File: config.mk
export PLATFORM = sky130hd
export DESIGN_NAME = ps2_host_tx
export DESIGN_NICKNAME = d
export VERILOG_FILES = /design/src/rtl/ps2_pkg.sv /design/src/rtl/ps2_line_filter.sv /design/src/rtl/ps2_host_tx.sv
export SDC_FILE = /design/constraint.sdc
export NUM_CORES = 1
export LEC_CHECK = 0
export ABC_AREA = 1
export CORE_UTILIZATION = 55
export CTS_CLUSTER_DIAMETER = 200
export DETAILED_ROUTE_END_ITERATION = 10
export GPL_TIMING_DRIVEN = 1
export PLACE_DENSITY = 0.8
export SYNTH_ARGS = -nofsm -noshare
export SYNTH_HDL_FRONTEND = slang
export SYNTH_SLANG_ARGS = --single-unit
File: constraint.sdc
create_clock -name clk -period 6.3 [get_ports clk]
set_clock_uncertainty 0.2 [all_clocks]
set_input_delay 0.945 -clock clk [delete_from_list [all_inputs] [get_ports clk]]
set_output_delay 0.945 -clock clk [all_outputs]
set_load 0.02 [all_outputs]
File: src/rtl/ps2_pkg.sv
// ps2_pkg: shared PS/2 state encoding, timer width and keyboard command bytes.
package ps2_pkg;

    localparam int TMR_W = 21;

    typedef enum logic [2:0] {
        IDLE,
        INHIBIT,
        RTS,
        WAIT_FIRST,
        SEND,
        WAIT_IDLE,
        ABORT
    } state_t;

    localparam logic [7:0] CMD_RESET   = 8'hFF;
    localparam logic [7:0] CMD_SET_LED = 8'hED;
    localparam logic [7:0] CMD_ENABLE  = 8'hF4;
    localparam logic [7:0] RESP_ACK    = 8'hFA;

    // Odd parity bit: makes the total count of ones over data+parity odd.
    function automatic logic odd_parity(input logic [7:0] d);
        return ~^d;
    endfunction

endpackage

File: src/rtl/ps2_line_filter.sv
// ps2_line_filter: 2-FF synchronizer followed by a FILTER_LEN consecutive-sample glitch filter.
//   clk, rst : system clock, synchronous active-low reset
//   line_i   : raw asynchronous line
//   line_o   : synchronized, filtered line (resets to 1, the idle bus level)
module ps2_line_filter #(
    parameter int FILTER_LEN = 8
) (
    input  logic clk,
    input  logic rst,
    input  logic line_i,
    output logic line_o
);

    localparam int CW = $clog2(FILTER_LEN) + 1;
    localparam logic [CW-1:0] LAST = CW'(FILTER_LEN - 1);

    logic [1:0]    sync_q;
    logic [CW-1:0] cnt_q;
    logic          filt_q;

    // The output only moves after FILTER_LEN consecutive samples disagree with it.
    always_ff @(posedge clk) begin
        if (!rst) begin
            sync_q <= 2'b11;
            cnt_q  <= '0;
            filt_q <= 1'b1;
        end else begin
            sync_q <= {sync_q[0], line_i};
            if (sync_q[1] == filt_q) begin
                cnt_q <= '0;
            end else if (cnt_q == LAST) begin
                filt_q <= sync_q[1];
                cnt_q  <= '0;
            end else begin
                cnt_q <= cnt_q + 1'b1;
            end
        end
    end

    assign line_o = filt_q;

endmodule

File: src/rtl/ps2_host_tx.sv
// ps2_host_tx: PS/2 host-to-device command transmitter with ACK check and protocol timeouts.
//   clk, rst                 : system clock, synchronous active-low reset
//   tx_data, tx_valid        : command byte and request (taken when tx_valid & tx_ready)
//   tx_ready, busy           : idle / transfer in progress
//   done, ack_err, timeout   : one-cycle completion pulses
//   ps2_clk_in, ps2_data_in  : raw bus lines
//   ps2_clk_oe, ps2_data_oe  : open-collector pull-low enables
module ps2_host_tx
    import ps2_pkg::*;
#(
    parameter int INHIBIT_CYCLES = 12000,
    parameter int START_TIMEOUT  = 1500000,
    parameter int XFER_TIMEOUT   = 200000,
    parameter int FILTER_LEN     = 8
) (
    input  logic       clk,
    input  logic       rst,
    input  logic [7:0] tx_data,
    input  logic       tx_valid,
    output logic       tx_ready,
    output logic       busy,
    output logic       done,
    output logic       ack_err,
    output logic       timeout,
    input  logic       ps2_clk_in,
    input  logic       ps2_data_in,
    output logic       ps2_clk_oe,
    output logic       ps2_data_oe
);

    // Expiry fires on the cycle the timer holds LIMIT-1, i.e. after LIMIT cycles in the phase.
    localparam logic [TMR_W-1:0] INH_LAST   = TMR_W'(INHIBIT_CYCLES - 1);
    localparam logic [TMR_W-1:0] START_LAST = TMR_W'(START_TIMEOUT - 1);
    localparam logic [TMR_W-1:0] XFER_LAST  = TMR_W'(XFER_TIMEOUT - 1);

    state_t           state_q;
    logic [9:0]       frame_q;
    logic [3:0]       bit_cnt_q;
    logic [TMR_W-1:0] timer_q;
    logic [TMR_W-1:0] timer_d;
    logic             ack_q;
    logic             clk_prev_q;
    logic             done_q, ack_err_q, timeout_q, clk_oe_q, data_oe_q;
    logic             clk_f, data_f, fall;

    ps2_line_filter #(.FILTER_LEN(FILTER_LEN)) u_clk_filt (
        .clk(clk), .rst(rst), .line_i(ps2_clk_in), .line_o(clk_f)
    );

    ps2_line_filter #(.FILTER_LEN(FILTER_LEN)) u_data_filt (
        .clk(clk), .rst(rst), .line_i(ps2_data_in), .line_o(data_f)
    );

    assign fall    = clk_prev_q & ~clk_f;
    assign timer_d = (&timer_q) ? timer_q : timer_q + 1'b1;

    always_ff @(posedge clk) begin
        if (!rst) begin
            state_q    <= IDLE;
            frame_q    <= '0;
            bit_cnt_q  <= '0;
            timer_q    <= '0;
            ack_q      <= 1'b0;
            clk_prev_q <= 1'b1;
            done_q     <= 1'b0;
            ack_err_q  <= 1'b0;
            timeout_q  <= 1'b0;
            clk_oe_q   <= 1'b0;
            data_oe_q  <= 1'b0;
        end else begin
            clk_prev_q <= clk_f;
            done_q     <= 1'b0;
            ack_err_q  <= 1'b0;
            timeout_q  <= 1'b0;
            timer_q    <= timer_d;
            case (state_q)
                IDLE: begin
                    if (tx_valid) begin
                        frame_q   <= {1'b1, odd_parity(tx_data), tx_data};
                        bit_cnt_q <= '0;
                        timer_q   <= '0;
                        clk_oe_q  <= 1'b1;
                        state_q   <= INHIBIT;
                    end
                end
                // Device falls here belong to a receive frame being cut off; ignore them.
                INHIBIT: begin
                    if (timer_q >= INH_LAST) begin
                        data_oe_q <= 1'b1;
                        state_q   <= RTS;
                    end
                end
                RTS: begin
                    clk_oe_q <= 1'b0;
                    timer_q  <= '0;
                    state_q  <= WAIT_FIRST;
                end
                WAIT_FIRST: begin
                    if (timer_q >= START_LAST) begin
                        clk_oe_q  <= 1'b0;
                        data_oe_q <= 1'b0;
                        timeout_q <= 1'b1;
                        state_q   <= ABORT;
                    end else if (fall) begin
                        data_oe_q <= ~frame_q[0];
                        bit_cnt_q <= 4'd1;
                        timer_q   <= '0;
                        state_q   <= SEND;
                    end
                end
                SEND: begin
                    if (timer_q >= XFER_LAST) begin
                        clk_oe_q  <= 1'b0;
                        data_oe_q <= 1'b0;
                        timeout_q <= 1'b1;
                        state_q   <= ABORT;
                    end else if (fall) begin
                        if (bit_cnt_q == 4'd10) begin
                            ack_q     <= data_f;
                            data_oe_q <= 1'b0;
                            state_q   <= WAIT_IDLE;
                        end else begin
                            data_oe_q <= ~frame_q[bit_cnt_q];
                            bit_cnt_q <= bit_cnt_q + 1'b1;
                        end
                    end
                end
                // Timer keeps running from SEND so the whole transfer shares one budget.
                WAIT_IDLE: begin
                    if (timer_q >= XFER_LAST) begin
                        clk_oe_q  <= 1'b0;
                        data_oe_q <= 1'b0;
                        timeout_q <= 1'b1;
                        state_q   <= ABORT;
                    end else if (clk_f && data_f) begin
                        done_q    <= ~ack_q;
                        ack_err_q <= ack_q;
                        state_q   <= IDLE;
                    end
                end
                ABORT:   state_q <= IDLE;
                default: state_q <= IDLE;
            endcase
        end
    end

    assign tx_ready    = (state_q == IDLE);
    assign busy        = ~tx_ready;
    assign done        = done_q;
    assign ack_err     = ack_err_q;
    assign timeout     = timeout_q;
    assign ps2_clk_oe  = clk_oe_q;
    assign ps2_data_oe = data_oe_q;

endmodule

==> results of run 1 <==
==> power by group <==
group          switching, uW  internal [uW]
Sequential              39.0            416
Combinational            232            137
Clock                    145            149
Total                    416            703
==> synth_stat cells (all sizes together) <==
master  number
xnor2        8
nor2        84
nand3b       1
o211ai       6
ha           5
nand4       14
nand2       97
or2          4
a211oi       5
nand3       36
a21oi       33
nor3b        3
xor2        11
dfxtp       59
nor3        12
buf          4
inv         61
nor4         1
a31oi        1
clkbuf       3
o21ai       26
==> metal layers <==
layer,GRT usage [%],routed length (um)
met5,0,0
met2,41.4,3290
met4,9.82,110
met1,32.4,3350
met3,8.05,406
==> state kept, by name, summed over array words and instances, names as in the netlist <==
signal              cells
ack_err                 1
frame_q                10
u_data_filt.line_o      1
ps2_clk_oe              1
ack_q                   1
clk_prev_q              1
timer_q                21
u_clk_filt.sync_q       2
timeout                 1
u_clk_filt.cnt_q        4
done                    1
u_data_filt.cnt_q       4
ps2_data_oe             1
u_clk_filt.line_o       1
state_q                 3
u_data_filt.sync_q      2
bit_cnt_q               4
==> critical path, stage by stage (launching register included) <==
cell,delay (ns)
dfxtp_1,0.35
nor2_1,0.19
nand2_1,0.13
inv_1,0.22
clkdlybuf4s50_1,0.65
==> cells in the final DEF (no fill, tap or decap), types with 3 or more instances in the layout <==
cell type,synthesis,routed
inv_1,53,53
a21oi_1,29,29
a21oi_2,4,4
clkdlybuf4s50_1,0,19
clkinv_2,0,3
nand4_1,11,11
clkbuf_8,0,10
inv_2,8,8
nand3_1,32,32
or2_2,4,4
nor3_1,10,10
nor2_4,3,3
a211oi_1,5,5
nor2_1,75,75
dfxtp_1,59,59
o211ai_1,6,6
xnor2_1,8,8
nand3_2,4,4
nand2_4,4,4
xor2_1,11,11
nor3b_1,3,3
o21ai_0,24,24
nand4_2,3,3
ha_1,5,5
nand2_1,83,83
nor2_2,6,6
nand2_2,10,10
==> worst max path at each step <==
stage	cells after the start	to
2_1_floorplan	3	tx_ready
3_3_place_gp	3	u_clk_filt.sync_q[0]$_SDFF_PN1_
3_5_place_dp	5	u_clk_filt.cnt_q[2]$_SDFF_PP0_
4_1_cts	4	tx_ready
5_1_grt	4	tx_ready
6_report	4	tx_ready
==> area by class of cell <==
type                            count  area, um^2  area share [%]
Tap cell                           72        90.1            2.44
Multi-Input combinational cell    347        1840            49.9
Timing Repair Buffer               19         190            5.15
Sequential cell                    59        1180            32.0
Clock inverter                      3        15.0           0.406
Clock buffer                       12         145            3.93
Inverter                           61         229            6.20
==> logic make-up (layout without fill, tap and decap cells) <==
logic type               Yosys count  after routing  synth area share [%]
AND/OR/NAND/NOR                  252            252                  36.9
AO/OA/AOI/OAI                     71             71                  12.1
adder cells (fa/ha/maj)            5              5                  1.90
XOR/XNOR                          19             19                  5.06
buffers and inverters             68             95                  8.10
flip-flops                        59             59                  35.9
==> metrics by stage <==
step	hold slack [ns]	util, %	total power (uW)	cell area (um^2)
floorplan	0.192	-	735	3290
global placement	0.195	62.7	818	3530
detailed placement	0.197	62.7	830	3530
CTS	0.212	65.5	1130	3690
global route	0.228	65.5	1200	3690
finish	0.211	65.5	1120	3690
==> qor.txt, run 1 <==
Vias in the first global route = 2831
P_leak = 0.00157 uW
Netlist Area Pre-Place = 3290 um^2
DRC viols = 0
Post-DP HPWL = 5310 um
Die span in x = 79.4 um
FILL cells = 495
Final Max Slew Viols = 0
WS Path Type = flop to output port
Final hold violation count = 0
Layout cell share with drive strength beyond 1 = 12.4%
Data arrival time of the critical path = 1.89 ns
DR vias/cell = 5.35
Syn avg cell area = 6.94 um^2
PostCTS Resize Cnt = 0
Ports = 20
Yosys top cell by area = dfxtp_1
Drt total wl = 7150 um
HP Class = flop to flop
Slew headroom = 41.2%
Setup crit start kind = flop
Cells after synthesis = 474
Global-route wire length before repair = 12600 um
Final setup viols = 0
Synth area leaders = dfxtp_1 36%, nand2_1 9.5%, nor2_1 8.6%, inv_1 6.0%, nand3_1 4.9%
Sink Count = 59
Post-CTS Setup Inserts = 0
Row count = 27
Largest net degree at the start of global routing = 25
FF-to-FF path depth = 8
H-tree Lvls = 3
Syn Nets = 492
Total Routing Usage GR = 25.9%
Die area = 6300 um^2
Pwr per Cell Area = 303 nW/um^2
Hold depth = 1
Worst-skew pair later-pin latency = 0.34 ns
WL per Instance = 12.5 um
Tmin final = 3.03 ns
F_max = 330 MHz
Core area = 5640 um^2
Initial antenna violation count = 0
CP required = 5.15 ns
Reg-to-reg startpoint = bit_cnt_q[0]$_SDFFE_PN0P_
Placed Cells = 558
Pre-antenna DRT Iters = 5
RSZ-0062 raised after global routing = no
Setup TNS = 0 ns
Non-filler cells, final = 573
IO Port Bufs = 19
DR iter-0 viols = 233
Starting Density = 58.3%
Synth Warn # = 0
Hold EP = u_data_filt.sync_q[1]$_SDFF_PN1_
Cts bufs inserted = 9
CTS tree = done
Status = completed
Worst hold start = u_data_filt.sync_q[0]$_SDFF_PN1_
ANT cells = 0
Die Ht = 79.4 um
R2R setup slack = 4.11 ns
Max-Cap Viols = 0
Hold buffer count at cts = 0
Synth cell types = 32
Register bit total from synthesis = 59
Top-area cell type share of the netlist area = 35.9%
Nets@finish = 515
Routed Antenna Nets = 0
DR vias = 3065
Setup WS pre-CTS = 3.17 ns
Clock Tree Buf Depth = 2
Clock slew at reported path FFs = 0.06 ns
FF-to-FF End = bit_cnt_q[3]$_SDFFE_PN0P_
GP Congestion = 0.915
Setup crit end kind = output port
Crit-path max FO = 6
Actual slew at the worst max-slew pin = 0.879 ns
Crit. Startpoint = state_q[0]$_SDFFE_PN0P_
PnR worst setup slack = 3.27 ns
Tcrit/Tclk final = 48.1%
Remaining global-route overflow = 0
Register area share after synthesis = 35.9%
VDD IR-drop max = 0.000189 V
Root buffer cell = clkbuf_8
Area grow syn2layout = 12.2%
No activity file was read; power rests on OpenSTA's default activity.
==> inputs of run 2 (changes only) <==
Clock period 6.3 ns to 2.95 ns, I/O delays scaled along.
==> qor.txt, run 2 (synthesis gave the netlist of run 1 again) <==
Status = completed
Sink Count = 59
Clock network power share = 32.1%
Tcrit/Tclk final = 83.4%
Total Routing Usage GR = 25.3%
Final setup viols = 0
Actual slew at the worst max-slew pin = 0.514 ns
Ports = 20
Hold buffer count at cts = 0
Slew headroom = 65.6%
Comb power frac = 30.4%
Area grow syn2layout = 14.5%
ANT cells = 0
Die Ht = 79.4 um
Pre-antenna DRT Iters = 4
Pint = 1680 uW
Sequential share of power = 37.5%
Post-CTS Setup Inserts = 0
Placed Area = 3540 um^2
Routed Antenna Nets = 0
Post-DP HPWL = 5360 um
Max-Cap Viols = 0
Row count = 27
Max FFs per register = 21
F_max = 406 MHz
Setup crit start kind = flop
IO Port Bufs = 19
Initial antenna violation count = 0
Final hold violation count = 0
Drt total wl = 7200 um
H-tree Lvls = 3
Total power = 2590 uW
WL per Instance = 12.5 um
Clock slew at reported path FFs = 0.07 ns
Largest register by flop count = timer_q
P_leak = 0.00159 uW
Vias in the first global route = 2871
PnR worst setup slack = 0.490 ns
DR iter-0 viols = 246
PostCTS Resize Cnt = 0
Cts bufs inserted = 9
Crit-path max FO = 6
Largest net degree at the start of global routing = 18
Sw Ratio = 35.0%
Setup WS pre-CTS = 0.723 ns
Commonest cells after routing, fill and taps aside = 83 x nand2_1, 75 x nor2_1, 59 x dfxtp_1
Final Max Slew Viols = 0
Die span in x = 79.4 um
Core area = 5640 um^2
Pwr per Cell Area = 686 nW/um^2
DRC viols = 0
Global-route wire length before repair = 12400 um
CTS tree = done
Top flop regs = timer_q: 21 flops, frame_q: 10 flops
Data arrival time of the critical path = 1.82 ns
NetSw = 906 uW
Remaining global-route overflow = 0
HP Class = flop to flop
Nets@finish = 516
Layout cell share with drive strength beyond 1 = 13.1%
Most common cell after layout, fill and taps aside = nand2_1
CP required = 2.31 ns
Root buffer cell = clkbuf_8
Tmin final = 2.46 ns
Setup TNS = 0 ns
DR vias = 3091
Worst-skew pair later-pin latency = 0.34 ns
GP Congestion = 0.914
Setup crit end kind = output port
Final instance area = 3770 um^2
VDD IR-drop max = 0.000419 V
Die area = 6300 um^2
WS Path Type = flop to output port
DR vias/cell = 5.38
RSZ-0062 raised after global routing = no
Starting Density = 58.3%
Clock Tree Buf Depth = 2
## run 2: cell types whose count changed in the layout (fill, tap and decap cells not counted)
| cell | previous run | this run |
|---|---|---|
| buf_4 | 0 | 1 |
| clkinv_4 | 0 | 1 |
| bufinv_16 | 0 | 2 |
| clkbuf_1 | 2 | 0 |
| clkinv_2 | 3 | 1 |
| clkinvlp_4 | 0 | 2 |
## run 2: power by group through the flow
stage | Clock (uW) | Combinational [uW] | Sequential [uW]
after floorplan | 0 | 598 | 971
after global placement | 0 | 760 | 984
after detailed placement | 0 | 775 | 988
after CTS | 845 | 782 | 972
after global routing | 877 | 884 | 985
final | 829 | 787 | 971
## run 2: worst max-delay path, stage by stage (launching register included)
cell and delay [ns]:
dfxtp_1 0.36, nor2_1 0.18, nand2_1 0.12, inv_1 0.18
clkdlybuf4s50_1 0.64
## run 2: stage by stage
step | std cells | hold slack, ns | util [%]
2_1_floorplan | 474 | 0.192 | -
3_3_place_gp | 559 | 0.196 | 62.8
3_5_place_dp | 559 | 0.206 | 62.8
4_1_cts | 575 | 0.219 | 66.8
5_1_grt | 575 | 0.231 | 66.8
6_report | 575 | 0.217 | 66.8
## run 2: layout make-up
| cell class | instances | area [um^2] |
|---|---|---|
| fillers | 513 | 1870 |
| well taps | 72 | 90.1 |
| inverters | 61 | 229 |
| flip-flops and latches | 59 | 1180 |
| clock inverters | 6 | 88.8 |
| multi-input cells | 347 | 1840 |
| repair buffers | 20 | 198 |
| clock buffers | 10 | 138 |
## run 2: routing by layer
| metal | vias up | track usage [%] | wire length, um |
|---|---|---|---|
| met1 | 1404 | 31.9 | 3390 |
| met2 | 83 | 41.3 | 3310 |
| met4 | 0 | 9.45 | 117 |
| met5 | - | 0 | 0 |
| met3 | 14 | 6.44 | 375 |
| li1 | 1590 | - | - |
## run 2: final timing paths
check	startpoint	to	slack [ns]	depth (start not counted)
worst max-delay path	state_q[0]$_SDFFE_PN0P_	tx_ready	0.49	4
worst min-delay path	u_clk_filt.sync_q[0]$_SDFF_PN1_	u_clk_filt.sync_q[1]$_SDFF_PN1_	0.22	1
worst max register to register	bit_cnt_q[0]$_SDFFE_PN0P_	bit_cnt_q[2]$_SDFFE_PN0P_	0.77	8
worst min register to register	u_clk_filt.sync_q[0]$_SDFF_PN1_	u_clk_filt.sync_q[1]$_SDFF_PN1_	0.22	1
==> inputs of run 3 (changes only) <==
Clock period 2.95 ns to 2.5 ns, I/O delays scaled along.
==> qor.txt, run 3 (synthesis gave the netlist of run 1 again) <==
Status = completed
Slew headroom = 65.5%
H-tree Lvls = 3
WS Path Type = flop to output port
Final setup viols = 0
RSZ-0062 raised after global routing = no
Root buffer cell = clkbuf_8
Drt total wl = 7510 um
Data arrival time of the critical path = 1.84 ns
Crit-path max FO = 6
Largest net degree at the start of global routing = 18
Pint = 1930 uW
PostCTS Resize Cnt = 0
Clock slew at reported path FFs = 0.07 ns
Worst hold slack = 0.213 ns
Die area = 6300 um^2
Area occupied by registers = 1180 um^2
Layout cell share with drive strength beyond 1 = 12.9%
VDD IR-drop max = 0.000473 V
Cts bufs inserted = 9
Die Ht = 79.4 um
Worst-skew pair later-pin latency = 0.34 ns
ANT cells = 0
Hold buffer count at cts = 0
DR vias/cell = 5.40
Routed Antenna Nets = 0
Pwr per Cell Area = 797 nW/um^2
Core area = 5640 um^2
Actual slew at the worst max-slew pin = 0.517 ns
Clock network power share = 30.1%
Most common cell after layout, fill and taps aside = nand2_1
Setup crit end kind = output port
Setup crit start kind = flop
Final hold violation count = 0
Placed Cells = 560
Total Routing Usage GR = 27.5%
Clock Tree Buf Depth = 2
Post-DP HPWL = 5460 um
Tcrit/Tclk final = 96.5%
P_leak = 0.00159 uW
Final instance area = 3750 um^2
F_max = 415 MHz
Starting Density = 58.3%
FILL cells = 509
DR vias = 3101
Setup TNS = 0 ns
WL per Instance = 13.1 um
Non-filler cells, final = 574
Placed Area = 3550 um^2
Row count = 27
CTS tree = done
Commonest cells after routing, fill and taps aside = 83 x nand2_1, 75 x nor2_1, 59 x dfxtp_1
Nets@finish = 517
NetSw = 1060 uW
CP required = 1.92 ns
Setup WS pre-CTS = 0.332 ns
Global-route wire length before repair = 13400 um
Sequential share of power = 37.8%
Sw Ratio = 35.4%
DRC viols = 0
Top flop regs = timer_q: 21 flops, frame_q: 10 flops
Vias in the first global route = 3024
Tmin final = 2.41 ns
GP Congestion = 0.965
Area grow syn2layout = 13.9%
Sink Count = 59
Remaining global-route overflow = 0
Post-CTS Setup Inserts = 0
Ports = 20
PnR worst setup slack = 0.0883 ns
HP Class = flop to flop
Largest register by flop count = timer_q
Max-Cap Viols = 0
Comb power frac = 32.1%
DR iter-0 viols = 238
Max FFs per register = 21
Initial antenna violation count = 0
Final Max Slew Viols = 0
Multi-input logic area = 1840 um^2
Die span in x = 79.4 um
IO Port Bufs = 19
Pre-antenna DRT Iters = 5
-- run 3: through the flow --
step,power [uW],utilization [%]
finish,2990,66.5
global route,3190,66.5
CTS,2990,66.5
floorplan,1850,-
detailed placement,2090,62.9
global placement,2070,62.9
-- run 3: final timing paths --
path	from	end	slack [ns]	depth (start not counted)
max reg2reg	timer_q[0]$_SDFF_PN0_	timer_q[0]$_SDFF_PN0_	0.45	13
min reg2reg	ack_q$_SDFFE_PN0P_	done$_SDFF_PP0_	0.21	1
max	state_q[0]$_SDFFE_PN0P_	tx_ready	0.09	4
min	ack_q$_SDFFE_PN0P_	done$_SDFF_PP0_	0.21	1
-- run 3: area by class of cell --
type                    instances  share of cell area, %
clock inverters                 2                  0.934
multi-input cells             347                   49.2
well taps                      72                   2.40
inverters                      61                   6.11
flip-flops and latches         59                   31.5
repair buffers                 21                   5.47
clock buffers                  12                   4.40
-- run 3: metal layers --
layer / global-route usage (%) / up-vias / wire length [um]
met5: 0 / - / 0
met2: 45.9 / 83 / 3550
met3: 4.02 / 16 / 314
li1: - / 1595 / -
met4: 13.6 / 0 / 133
met1: 34.4 / 1407 / 3510
-- run 3: power groups by stage --
stage	sequential, uW	combinational, uW	clock [uW]
global placement	1150	923	0
floorplan	1150	706	0
global route	1140	1090	953
detailed placement	1150	944	0
CTS	1130	952	912
finish	1130	959	899
-- run 3: critical path: stages, from the launching register on --
cell,delay (ns)
dfxtp_1,0.36
nor2_1,0.19
nand2_1,0.13
inv_1,0.18
clkdlybuf4s50_1,0.64
